File: src/rtl/wb_defs.sv
// Shared definitions for the writeback queue: widths, default depth,
// the queued entry layout and the architectural zero register.
package wb_defs;

  localparam int XLEN             = 32;
  localparam int AW               = 5;
  localparam int DEFAULT_WB_DEPTH = 4;

  // One pending register-file write.
  typedef struct packed {
    logic [AW-1:0]   rd;
    logic [XLEN-1:0] data;
  } wb_entry_t;

  // Writes to x0 have no architectural effect and are never queued.
  localparam logic [AW-1:0] REG_ZERO = '0;

endpackage

File: src/rtl/wb_entry_store.sv
// Entry storage for the writeback queue: DEPTH entries, two write ports
// (lane 1 and lane 2 pushes) and two combinational read ports (head, head+1).
module wb_entry_store
  import wb_defs::*;
#(
  parameter int DEPTH = DEFAULT_WB_DEPTH
) (
  input  logic                     clk,
  input  logic                     we_a,
  input  logic [$clog2(DEPTH)-1:0] waddr_a,
  input  wb_entry_t                wdata_a,
  input  logic                     we_b,
  input  logic [$clog2(DEPTH)-1:0] waddr_b,
  input  wb_entry_t                wdata_b,
  input  logic [$clog2(DEPTH)-1:0] raddr_0,
  output wb_entry_t                rdata_0,
  input  logic [$clog2(DEPTH)-1:0] raddr_1,
  output wb_entry_t                rdata_1
);

  wb_entry_t mem [DEPTH];

  // Capture pushed entries; the two write addresses are always distinct.
  // NOTE: the array has no reset -- occupancy lives in the pointers/count,
  // so stale contents are never observed and the array can map to plain RAM.
  always_ff @(posedge clk) begin
    if (we_a) mem[waddr_a] <= wdata_a;
    if (we_b) mem[waddr_b] <= wdata_b;
  end

  assign rdata_0 = mem[raddr_0];
  assign rdata_1 = mem[raddr_1];

endmodule

File: src/rtl/writeback_queue.sv
// Dual-lane writeback buffer feeding the dual-port register file.
// Accepts up to two results per cycle, drains up to two per cycle in
// program order, and collapses same-cycle write-after-write pairs.
// Optional: define WB_TRACE_EN for a simulation-only write trace printed
// to the simulator log. XLEN/AW must match the wb_defs entry layout.
module writeback_queue
  import wb_defs::*;
#(
  parameter int DEPTH = DEFAULT_WB_DEPTH,
  parameter int XLEN  = wb_defs::XLEN,
  parameter int AW    = wb_defs::AW
) (
  input  logic                     clk,
  input  logic                     reset,
  input  logic                     wb_valid_1,
  input  logic [AW-1:0]            wb_rd_1,
  input  logic [XLEN-1:0]          wb_data_1,
  output logic                     wb_ready_1,
  input  logic                     wb_valid_2,
  input  logic [AW-1:0]            wb_rd_2,
  input  logic [XLEN-1:0]          wb_data_2,
  output logic                     wb_ready_2,
  input  logic                     stall,
  output logic [AW-1:0]            rd_1,
  output logic [XLEN-1:0]          writedata_1,
  output logic                     reg_write_1,
  output logic [AW-1:0]            rd_2,
  output logic [XLEN-1:0]          writedata_2,
  output logic                     reg_write_2,
  output logic [$clog2(DEPTH):0]   count
);

  localparam int PW = $clog2(DEPTH);
  localparam int CW = PW + 1;

  logic [PW-1:0] head, tail;
  logic [CW-1:0] count_q, free;
  logic [CW-1:0] n_push, n_pop;
  logic          push_1, push_2, waw;
  wb_entry_t     entry_0, entry_1, new_1, new_2;

  assign count = count_q;

  // Readiness depends only on registered occupancy, never on valid, so
  // lane 2 can only be accepted when lane 1 is as well.
  assign free       = CW'(DEPTH) - count_q;
  assign wb_ready_1 = (free >= CW'(1));
  assign wb_ready_2 = (free >= CW'(2));

  // A handshake to x0 completes but is dropped here.
  assign push_1 = wb_valid_1 & wb_ready_1 & (wb_rd_1 != REG_ZERO);
  assign push_2 = wb_valid_2 & wb_ready_2 & (wb_rd_2 != REG_ZERO);

  assign new_1 = '{rd: wb_rd_1, data: wb_data_1};
  assign new_2 = '{rd: wb_rd_2, data: wb_data_2};

  // Push/pop amounts for this edge; pops use the pre-edge occupancy.
  // NOTE: every always_comb output gets a default first so no path leaves
  // it unassigned and no latch is inferred.
  always_comb begin
    n_push = '0;
    n_pop  = '0;
    n_push = CW'(push_1) + CW'(push_2);
    if (!stall) n_pop = (count_q >= CW'(2)) ? CW'(2) : count_q;
  end

  wb_entry_store #(.DEPTH(DEPTH)) u_store (
    .clk     (clk),
    .we_a    (push_1),
    .waddr_a (tail),
    .wdata_a (new_1),
    .we_b    (push_2),
    .waddr_b (push_1 ? tail + PW'(1) : tail),
    .wdata_b (new_2),
    .raddr_0 (head),
    .rdata_0 (entry_0),
    .raddr_1 (head + PW'(1)),
    .rdata_1 (entry_1)
  );

  // Two entries to the same register in one drain: only the younger matters.
  assign waw = (n_pop == CW'(2)) && (entry_0.rd == entry_1.rd);

  // Pointer and occupancy update; pointers wrap naturally at DEPTH.
  // NOTE: state registers use non-blocking assignments so every flop
  // samples pre-edge values regardless of statement order.
  always_ff @(posedge clk or negedge reset) begin
    if (!reset) begin
      head    <= '0;
      tail    <= '0;
      count_q <= '0;
    end else begin
      head    <= head + PW'(n_pop);
      tail    <= tail + PW'(n_push);
      count_q <= count_q + n_push - n_pop;
    end
  end

  // Register-file write port registers; address/data hold when nothing pops.
  always_ff @(posedge clk or negedge reset) begin
    if (!reset) begin
      rd_1        <= '0;
      writedata_1 <= '0;
      reg_write_1 <= 1'b0;
      rd_2        <= '0;
      writedata_2 <= '0;
      reg_write_2 <= 1'b0;
    end else begin
      reg_write_1 <= 1'b0;
      reg_write_2 <= 1'b0;
      if (n_pop >= CW'(1)) begin
        rd_1        <= entry_0.rd;
        writedata_1 <= entry_0.data;
        reg_write_1 <= ~waw;
      end
      if (n_pop == CW'(2)) begin
        rd_2        <= entry_1.rd;
        writedata_2 <= entry_1.data;
        reg_write_2 <= 1'b1;
      end
    end
  end

`ifdef WB_TRACE_EN
  localparam bit TRACE_EN = 1'b1;
  longint trace_cycle;

  initial begin
    trace_cycle = 0;
  end

  // Log each write as it is loaded into the port registers.
  always @(posedge clk) begin
    trace_cycle <= trace_cycle + 1;
    if (reset && n_pop >= CW'(1)) begin
      if (waw)
        $display("%0d 1 %0d %h %0d DROP", trace_cycle, entry_0.rd,
                 entry_0.data, $signed(entry_0.data));
      else
        $display("%0d 1 %0d %h %0d", trace_cycle, entry_0.rd,
                 entry_0.data, $signed(entry_0.data));
    end
    if (reset && n_pop == CW'(2))
      $display("%0d 2 %0d %h %0d", trace_cycle, entry_1.rd,
               entry_1.data, $signed(entry_1.data));
  end
`else
  localparam bit TRACE_EN = 1'b0;
`endif

endmodule

File: config.mk
export PLATFORM = sky130hd
export DESIGN_NAME = writeback_queue
export DESIGN_NICKNAME = d
export VERILOG_FILES = /design/src/rtl/wb_defs.sv /design/src/rtl/wb_entry_store.sv /design/src/rtl/writeback_queue.sv
export SDC_FILE = /design/constraint.sdc
export NUM_CORES = 1
export LEC_CHECK = 0
export ABC_AREA = 1
export BUFFER_PORTS_ARGS = -buffer_cell sky130_fd_sc_hd__buf_2
export CAP_MARGIN = 10
export CORE_ASPECT_RATIO = 2
export CORE_MARGIN = 1
export CORE_UTILIZATION = 63
export DETAILED_ROUTE_END_ITERATION = 8
export PLACE_DENSITY = 0.9
export SLEW_MARGIN = 20
export SYNTH_ARGS = -nofsm -noshare
export SYNTH_HDL_FRONTEND = slang
export SYNTH_SLANG_ARGS = --single-unit
File: constraint.sdc
create_clock -name clk -period 5 [get_ports clk]
set_input_delay 1 -clock clk [delete_from_list [all_inputs] [get_ports clk]]
set_output_delay 1 -clock clk [all_outputs]
set_load 0.03 [all_outputs]
==> out/summary.txt, run 1 <==
Largest net degree at the start of global routing: 133
Crit path arrival time: 4.03 ns
Die ar.: 20400 sq um
Number of buffers inserted by port buffering: 159
Synth warn: 0
Crit share post-route: 72.8%
Via count: 11800
Pwr Density: 770 nW/um^2
Average routed wire per standard cell: 20.0 microns
Max H-tree Level: 1
RSZ-0062 raised after global routing: false
Hold_buf cts: 0
Skew-Pair Late Insertion Delay: 0.50 ns
Rows: 72
Syn Area/Cell: 8.35 sq um
Gr ovfl total: 0
Final setup viols: 0
Post-Syn Area: 12500 sq um
Fillers: 1405
Worst Tran Pin Value: 1.13 ns
Max cap viols: 0
Commonest non-fill, non-tap cell in the layout: nand2_1
Crit-path max cell delay: 0.94 ns
Top-Level Pins: 160
Via/cell ratio: 6.41
Clk sinks: 231
Syn Inst Count: 1494
DPL Wire Length: 21.1 mm
Critical path type: reg2reg
Setup TNS: 0 ns
Sequential share of the synthesized area: 52.3%
Core box area: 19400 sq um
Critical Path Most Common Cell: inv_2
Worst setup SP type: flip-flop
Worst Hold Class: in2async
Number of gates resized after cts: 0
Die height: 201 microns
Share of cells above drive strength 1: 15.1%
Critical path, cell by cell: inv_2 > nand2_2 > inv_2 > nand2_1 > nand3_1 > o21ai_1 > nor2_1 > a21oi_1
Area occupied by multi-input gates: 5140 sq um
Initial Util: 64.4%
Setup ws final: 1.36 ns
Register bit total from synthesis: 231
TritonCTS clock tree: built
GR Util All Layers: 36.4%
Post-route DRC: 0
Placer Congestion: 0.910
Place WS: 1.21 ns
Total Power: 10.6 mW
Peak supply drop: 0.583 mV
Clock slew at reported path FFs: 0.08 ns
Fmax: 275 MHz
Total Routed Length: 37.0 mm
Num CTS Buffers: 20
Nets: 1664
Die X: 102 microns
Crit path time final: 3.64 ns
CP max FO: 53
Critical Path End Type: flip-flop
Worst EP required: 5.39 ns
Outcome: completed
Pre-antenna DRT Iters: 6
Max Clock Skew: 0.0124 ns
Fin. max-slew vios: 0
Final hold violation count: 0
First-pass GRT wire length: 56.1 mm
Vias in the first global route: 11400
Root Driver: clkbuf_16
Largest buffer count on any clock path: 3
Slowest stage cell, crit path: inv_2
Placed Instances: 1808
Initial antenna violation count: 2
Post-CTS Setup Bufs: 0
Final Non-Filler Cells: 1847
Sequential cell area: 6520 sq um
Iteration-0 DRC Markers: 1272
Rel. slew slack: 24.3%
Area Overhead vs Synth: 10.8%
Post-DRT Antenna Nets: 0
Yosys cell types: 30
Most frequent cells in the layout: nand2_1 (509), buf_2 (158), nand4_1 (149)
Syn_nets: 1586
LEAKAGE: 6.18 nW
-- path summary, 6_finish.rpt --
kind                                 from              end  slack (ns)  depth (start not counted)
min in group clk           writedata_1[0]   writedata_1[0]        0.48                          2
max                               head[1]      reg_write_1        1.36                          8
max reg2reg                       head[1]      reg_write_1        1.36                          8
min                                 reset      reg_write_1        0.44                          1
max in group asynchronous           reset  writedata_2[10]        3.50                          2
min reg2reg                writedata_1[0]   writedata_1[0]        0.48                          2
-- where the power goes --
part / leakage, nW / total, mW / internal [mW] / switching [mW]
combinational: 3.54 / 5.48 / 1.35 / 4.14
sequential: 2.32 / 3.54 / 3.11 / 0.435
clock: 0.330 / 1.62 / 0.901 / 0.718
-- critical path: cells and delay by family, from the launching register on --
| family | cells | cell delay [ns] |
|---|---|---|
| buffers and inverters | 2 | 1.69 |
| AOI/OAI and AO/OA | 2 | 0.15 |
| DFF | 1 | 0.41 |
| and+or+nand+nor | 4 | 1.25 |
-- synth_stat cells (all sizes together) --
| library cell | count | share of area, % |
|---|---|---|
| buf | 91 | 4.3 |
| a21oi | 62 | 2.5 |
| nand4 | 150 | 7.6 |
| edfxtp | 148 | 36 |
| fa | 1 | 0.16 |
| nor2 | 134 | 4.1 |
| a31oi | 55 | 2.8 |
| inv | 51 | 1.5 |
| dfrtp | 83 | 17 |
| nand3 | 25 | 1.0 |
| clkbuf | 30 | 0.91 |
| o211ai | 3 | 0.18 |
| o22ai | 6 | 0.30 |
| xnor2 | 4 | 0.28 |
| xor2 | 4 | 0.28 |
| o21ai | 107 | 4.3 |
| ha | 12 | 1.2 |
| a22o | 6 | 0.42 |
| nand2 | 521 | 16 |
| nor3 | 1 | 0.040 |
-- sequential cells by signal, summed over array words and instances, names as in the netlist --
register and cells:
u_store.mem 148, writedata_1 32, writedata_2 32, rd_1 5, rd_2 5, count 3, head 2, tail 2
reg_write_1 1, reg_write_2 1
-- per-stage QoR --
step | util [%] | area (sq um) | hold slack [ns]
after global routing | 71.3 | 13800 | 0.477
after global placement | 67.7 | 13100 | 0.457
after detailed placement | 67.7 | 13100 | 0.461
after floorplan | - | 12500 | 0.495
after CTS | 71.2 | 13800 | 0.457
final | 71.4 | 13800 | 0.444
-- cell families (layout without fill, tap and decap cells) --
| kind of cell | after synthesis | count (layout) | share of synthesized area [%] |
|---|---|---|---|
| flip-flops | 231 | 231 | 52.3 |
| XOR/XNOR | 8 | 8 | 0.562 |
| AND/OR/NAND/NOR | 831 | 831 | 28.6 |
| AO/OA/AOI/OAI | 239 | 239 | 10.4 |
| buffers and inverters | 172 | 264 | 6.75 |
| adder cells (fa/ha/maj) | 13 | 13 | 1.36 |
| other | 0 | 2 | 0 |
-- metal layers --
layer | vias to the layer above | track usage (%) | share of wire (%)
met1 | 5397 | 38.9 | 32
met2 | 871 | 63.2 | 52
li1 | 5304 | - | -
met4 | 2 | 26.1 | 6.9
met5 | - | 0 | 0.027
met3 | 259 | 5.92 | 9.7
-- final cells by class --
cell class | count | area share [%]
inverter | 51 | 1.40
clock buffer | 26 | 4.01
timing repair buffer | 177 | 6.87
sequential | 231 | 47.2
clock inverter | 10 | 0.905
tap | 259 | 2.34
antenna | 2 | 0.0362
multi-input combinational | 1091 | 37.2
No activity file was read; power rests on OpenSTA's default activity.
==> inputs of run 2 (changes only) <==
--- a/config.mk
+++ b/config.mk
@@ -10,9 +10,9 @@
 export CAP_MARGIN = 10
 export CORE_ASPECT_RATIO = 2
 export CORE_MARGIN = 1
-export CORE_UTILIZATION = 63
+export CORE_UTILIZATION = 53
 export DETAILED_ROUTE_END_ITERATION = 8
-export PLACE_DENSITY = 0.9
+export PLACE_DENSITY = 0.81
 export SLEW_MARGIN = 20
 export SYNTH_ARGS = -nofsm -noshare
 export SYNTH_HDL_FRONTEND = slang
==> constraint.sdc (replaced) <==
create_clock -name clk -period 3.3 [get_ports clk]
set_input_delay 0.66 -clock clk [delete_from_list [all_inputs] [get_ports clk]]
set_output_delay 0.66 -clock clk [all_outputs]
set_load 0.03 [all_outputs]
==> out/summary.txt, run 2 (synthesis results as in run 1) <==
Crit share post-route: 93.2%
Post-route DRC: 0
Placed Instances: 1852
Post-CTS Setup Bufs: 0
First-pass GRT wire length: 57.5 mm
Final setup viols: 0
Top-Level Pins: 160
Skew-Pair Late Insertion Delay: 0.52 ns
TritonCTS clock tree: built
Total Routed Length: 37.7 mm
Crit path buf inv count: 4
Vias in the first global route: 11400
Crit path from: count[0]
Clock slew at reported path FFs: 0.07 ns
Met3 usage: 4.06%
Number of gates resized after cts: 0
Rel. slew slack: 35.4%
Gr ovfl total: 0
Num CTS Buffers: 20
Pwr Density: 1160 nW/um^2
Top delay family on crit path: buffers and inverters
Pre-antenna DRT Iters: 6
Die height: 219 microns
Fmax: 325 MHz
Initial antenna violation count: 3
Worst setup SP type: flip-flop
LEAKAGE: 6.27 nW
Most frequent cells in the layout: nand2_1 (509), buf_2 (158), nand4_1 (149)
Worst Tran Pin Value: 0.968 ns
Average routed wire per standard cell: 19.9 microns
Via/cell ratio: 6.14
Iteration-0 DRC Markers: 1081
Largest net degree at the start of global routing: 102
Core box area: 23200 sq um
Die X: 110 microns
Most Used Layer, Global Route: met2
Final hold violation count: 0
Max cap viols: 0
Fin. max-slew vios: 0
R2R Path Start: count[0]
Crit path time final: 3.08 ns
Clk sinks: 231
Max Clock Skew: 0.0197 ns
Peak supply drop: 0.809 mV
Share of cells above drive strength 1: 16.0%
Largest buffer count on any clock path: 3
Number of buffers inserted by port buffering: 159
Commonest non-fill, non-tap cell in the layout: nand2_1
Critical path type: reg2reg
Largest Register: u_store.mem
Via count: 11600
Largest register FFs: 148
Root Driver: clkbuf_16
Max H-tree Level: 1
Leading registers by flop count: u_store.mem x148, writedata_1 x32, writedata_2 x32
Post-DRT Antenna Nets: 0
Die ar.: 24200 sq um
Hold_buf cts: 0
Crit path arrival time: 3.27 ns
Met2 GRT Util: 56.6%
Nets: 1683
Rows: 79
Grt met1 use: 29.7%
DPL Wire Length: 24.3 mm
Hold slack: 0.146 ns
Worst EP required: 3.50 ns
Placer Congestion: 0.885
Outcome: completed
Initial Util: 53.7%
Area Overhead vs Synth: 12.0%
Critical Path End Type: flip-flop
Place WS: 0.277 ns
RSZ-0062 raised after global routing: false
Crit-path max cell delay: 0.75 ns
GR Util All Layers: 30.5%
Slowest stage cell, crit path: buf_4
Final Non-Filler Cells: 1892
Setup ws final: 0.223 ns
Worst Hold Class: in2async
CP max FO: 101
Setup TNS: 0 ns
Critical path, cell by cell: inv_1 > ha_1 > inv_2 > nand2_1 > nand3_1 > nor2_1 > nor2_4 > buf_4 > nand3_2 > nand2_2 > buf_12
-- run 2: changes by cell type in the layout (fill, tap and decap cells not counted) --
cell        change
clkbuf_8        +1
bufinv_16       -1
clkinv_1        +2
clkinv_8        -1
buf_4          +18
buf_12          +2
clkinv_4        -3
diode_2         +2
clkinvlp_4      -1
clkinv_2        +3
buf_6           -1
-- run 2: layer usage --
layer / up-vias / share of wire [%]
li1: 5346 / -
met3: 178 / 8.5
met2: 682 / 53
met4: 0 / 7.0
met5: - / 0
met1: 5404 / 31
-- run 2: cell type report --
| cell class | instances | area, sq um |
|---|---|---|
| clock inverter | 9 | 67.6 |
| timing repair buffer | 196 | 1110 |
| fill | 1931 | 9250 |
| tap | 283 | 354 |
| clock buffer | 27 | 568 |
| antenna | 4 | 10.0 |
| multi-input combinational | 1091 | 5140 |
| inverter | 51 | 194 |
| sequential | 231 | 6520 |
-- run 2: worst reg2reg max path, delay by kind of cell (launching register included) --
kind | cells | cell delay [ns]
simple gates | 6 | 0.87
flops | 1 | 0.44
buf+inv | 4 | 1.20
fa+ha+maj | 1 | 0.25
-- run 2: path summary, 6_finish.rpt --
check | end | slack (ns) | cells after the start
max | u_store.mem[1][30] | 0.22 | 11
min | writedata_2[17] | 0.15 | 1
max reg2reg | u_store.mem[1][30] | 0.22 | 11
min reg2reg | rd_2[3] | 0.48 | 2
max in group asynchronous | writedata_1[2] | 2.37 | 2
min in group clk | u_store.mem[0][20] | 0.45 | 3
-- run 2: per-stage QoR --
step / total power [mW] / area, sq um / util (%)
detailed placement: 13.7 / 13300 / 57.4
floorplan: 11.3 / 12500 / -
finish: 16.2 / 14000 / 60.2
global placement: 13.4 / 13300 / 57.4
global route: 17.1 / 14000 / 60.1
CTS: 16.1 / 14000 / 60.1
-- run 2: power breakdown --
group	internal, mW	switching, mW
sequential	4.68	0.685
clock	1.29	1.07
combinational	2.21	6.26
total	8.18	8.01
==> inputs of run 3 (changes only) <==
--- a/config.mk
+++ b/config.mk
@@ -5,14 +5,13 @@
 export SDC_FILE = /design/constraint.sdc
 export NUM_CORES = 1
 export LEC_CHECK = 0
-export ABC_AREA = 1
 export BUFFER_PORTS_ARGS = -buffer_cell sky130_fd_sc_hd__buf_2
 export CAP_MARGIN = 10
 export CORE_ASPECT_RATIO = 2
 export CORE_MARGIN = 1
 export CORE_UTILIZATION = 53
 export DETAILED_ROUTE_END_ITERATION = 8
-export PLACE_DENSITY = 0.81
+export PLACE_DENSITY = 0.79
 export SLEW_MARGIN = 20
 export SYNTH_ARGS = -nofsm -noshare
 export SYNTH_HDL_FRONTEND = slang
==> out/summary.txt, run 3 <==
Most frequent cell after synthesis: edfxtp_1
Max cap viols: 0
Max H-tree Level: 1
Num CTS Buffers: 22
Register bit total from synthesis: 231
Hold slack: 0.140 ns
Die ar.: 23700 sq um
Die X: 109 microns
Syn Inst Count: 689
Design area: 14300 sq um
Crit path arrival time: 3.27 ns
Top delay family on crit path: adder cells
CP max FO: 4
Post-Syn Area: 12200 sq um
Initial Util: 54.0%
GR Util All Layers: 23.1%
Syn_nets: 781
Via/cell ratio: 5.97
Pre-antenna DRT Iters: 4
Vias in the first global route: 7366
Placed Instances: 1110
Syn Area/Cell: 17.7 sq um
Post-CTS Setup Bufs: 0
Hold_buf cts: 0
Final setup viols: 0
Synth warn: 0
Critical Path End Type: flip-flop
Iteration-0 DRC Markers: 326
Leading registers by flop count: u_store.mem x148, writedata_1 x32, writedata_2 x32
Sequential share of the synthesized area: 53.3%
Slowest stage cell, crit path: dfrtp_1
DP Area: 13500 sq um
Peak supply drop: 0.905 mV
Clk sinks: 231
Most frequent cells in the layout: buf_2 (158), edfxtp_1 (148), mux2_2 (131)
Worst setup SP type: flip-flop
Die height: 217 microns
Post-DRT Antenna Nets: 0
Gr ovfl total: 0
RSZ-0062 raised after global routing: false
LEAKAGE: 5.63 nW
First-pass GRT wire length: 40.3 mm
Nets: 946
Final hold violation count: 0
Post-route DRC: 0
Crit path buf inv count: 3
Total Routed Length: 26.5 mm
Worst Hold Class: in2async
TritonCTS clock tree: built
Outcome: completed
Largest net degree at the start of global routing: 54
Largest cells by area after synthesis: edfxtp_1 (36%), dfrtp_1 (17%), mux4_2 (14%)
Pwr Density: 1110 nW/um^2
Number of buffers inserted by port buffering: 159
Max Clock Skew: 0.00799 ns
Root Driver: clkbuf_16
DPL Wire Length: 17.8 mm
Rows: 78
Critical path type: reg2reg
Yosys cell types: 44
Fin. max-slew vios: 0
Commonest cells post-synth: edfxtp_1 (148), mux2_2 (131), mux2_4 (90), dfrtp_1 (83), mux4_2 (75)
Placer Congestion: 0.828
FFs w/ async S/R, synth: 35.9%
Area Overhead vs Synth: 17.0%
Core box area: 22600 sq um
Final Non-Filler Cells: 1153
Post-synth EDFFs: 148
Largest buffer count on any clock path: 3
Ys flop type: edfxtp_1
Critical path, cell by cell: inv_1 > ha_1 > nor4_1 > or2_1 > inv_1 > ha_1 > xnor2_1 > ha_1 > inv_1 > fa_1 > xor2_1 > xnor2_1
Total Power: 15.9 mW
Worst EP required: 3.70 ns
Via count: 6888
Share of cells above drive strength 1: 60.9%
Number of gates resized after cts: 0
Crit share post-route: 87.0%
Largest Register: u_store.mem
Largest register FFs: 148
Initial antenna violation count: 4
Clock slew at reported path FFs: 0.06 ns
Top-Level Pins: 160
Crit path time final: 2.87 ns
Area leader, netlist: edfxtp_1
Utilization after layout: 63.2%
Fmax: 348 MHz
Crit-path max cell delay: 0.38 ns
Skew-Pair Late Insertion Delay: 0.51 ns
Area share of the leading cell type in the synthesized netlist: 36.3%
Average routed wire per standard cell: 22.9 microns
Rel. slew slack: 51.8%
Worst Tran Pin Value: 0.723 ns
Commonest non-fill, non-tap cell in the layout: buf_2
[run 3: cell types whose count changed after synthesis, sizes merged, moves of 40 or more]
cell,delta
a31oi,-52
mux2,+222
inv,-40
nor2,-127
buf,-59
o21ai,-99
a21oi,-55
nand4,-149
mux4,+75
nand2,-515
[run 3: final timing paths]
kind	startpoint	to	slack (ns)	cells past startpoint
max in group asynchronous	reset	writedata_2[30]	2.40	2
min reg2reg	writedata_2[16]	writedata_2[16]	0.50	1
max reg2reg	count[0]	count[2]	0.43	12
min	reset	writedata_2[14]	0.14	1
min in group clk	wb_data_1[1]	u_store.mem[1][1]	0.49	2
max	count[0]	count[2]	0.43	12
[run 3: kinds of logic (layout without fill, tap and decap cells)]
group / count (synthesis) / count (layout) / synth area share [%]
flops: 231 / 231 / 53.3
fa+ha+maj: 13 / 13 / 1.39
compound gates: 29 / 29 / 1.86
simple gates: 40 / 40 / 1.88
buf+inv: 55 / 236 / 2.79
mux: 297 / 297 / 37.0
other cells: 0 / 3 / 0
xor+xnor: 24 / 24 / 1.72
[run 3: power by group]
group	switching (mW)	total [mW]	internal [mW]
Combinational	3.79	7.42	3.62
Clock	1.05	2.78	1.74
Sequential	0.937	5.66	4.72
Total	5.78	15.9	10.1
[run 3: worst reg2reg max path: stages, from the launching register on]
cell and delay, ns:
dfrtp_1 0.38, inv_1 0.18, ha_1 0.29, nor4_1 0.33, or2_1 0.19, inv_1 0.05, ha_1 0.31, xnor2_1 0.17
ha_1 0.16, inv_1 0.05, fa_1 0.36, xor2_1 0.16, xnor2_1 0.13
[run 3: area by class of cell]
cell class                      count  area (sq um)
Fill cell                        1627          8330
Sequential cell                   231          6530
Multi-Input combinational cell    403          5430
Timing Repair Buffer              185          1140
Clock buffer                       31           636
Tap cell                          280           350
Clock inverter                      9           171
Inverter                           11          41.3
Antenna cell                        3          7.51
[run 3: metrics by stage]
step           worst slack (ns)  TNS, ns
6_report                  0.430        0
5_1_grt                   0.226        0
4_1_cts                   0.432        0
3_5_place_dp             0.0900        0
3_3_place_gp              0.126        0
2_1_floorplan            -0.572   -84.73
[run 3: layer usage]
metal / vias up / wire, microns / global-route usage (%)
li1: 3067 / - / -
met1: 3567 / 9150 / 24.2
met2: 189 / 15000 / 43.6
met3: 63 / 1180 / 3.32
met4: 2 / 1110 / 11.3
met5: - / 11 / 0
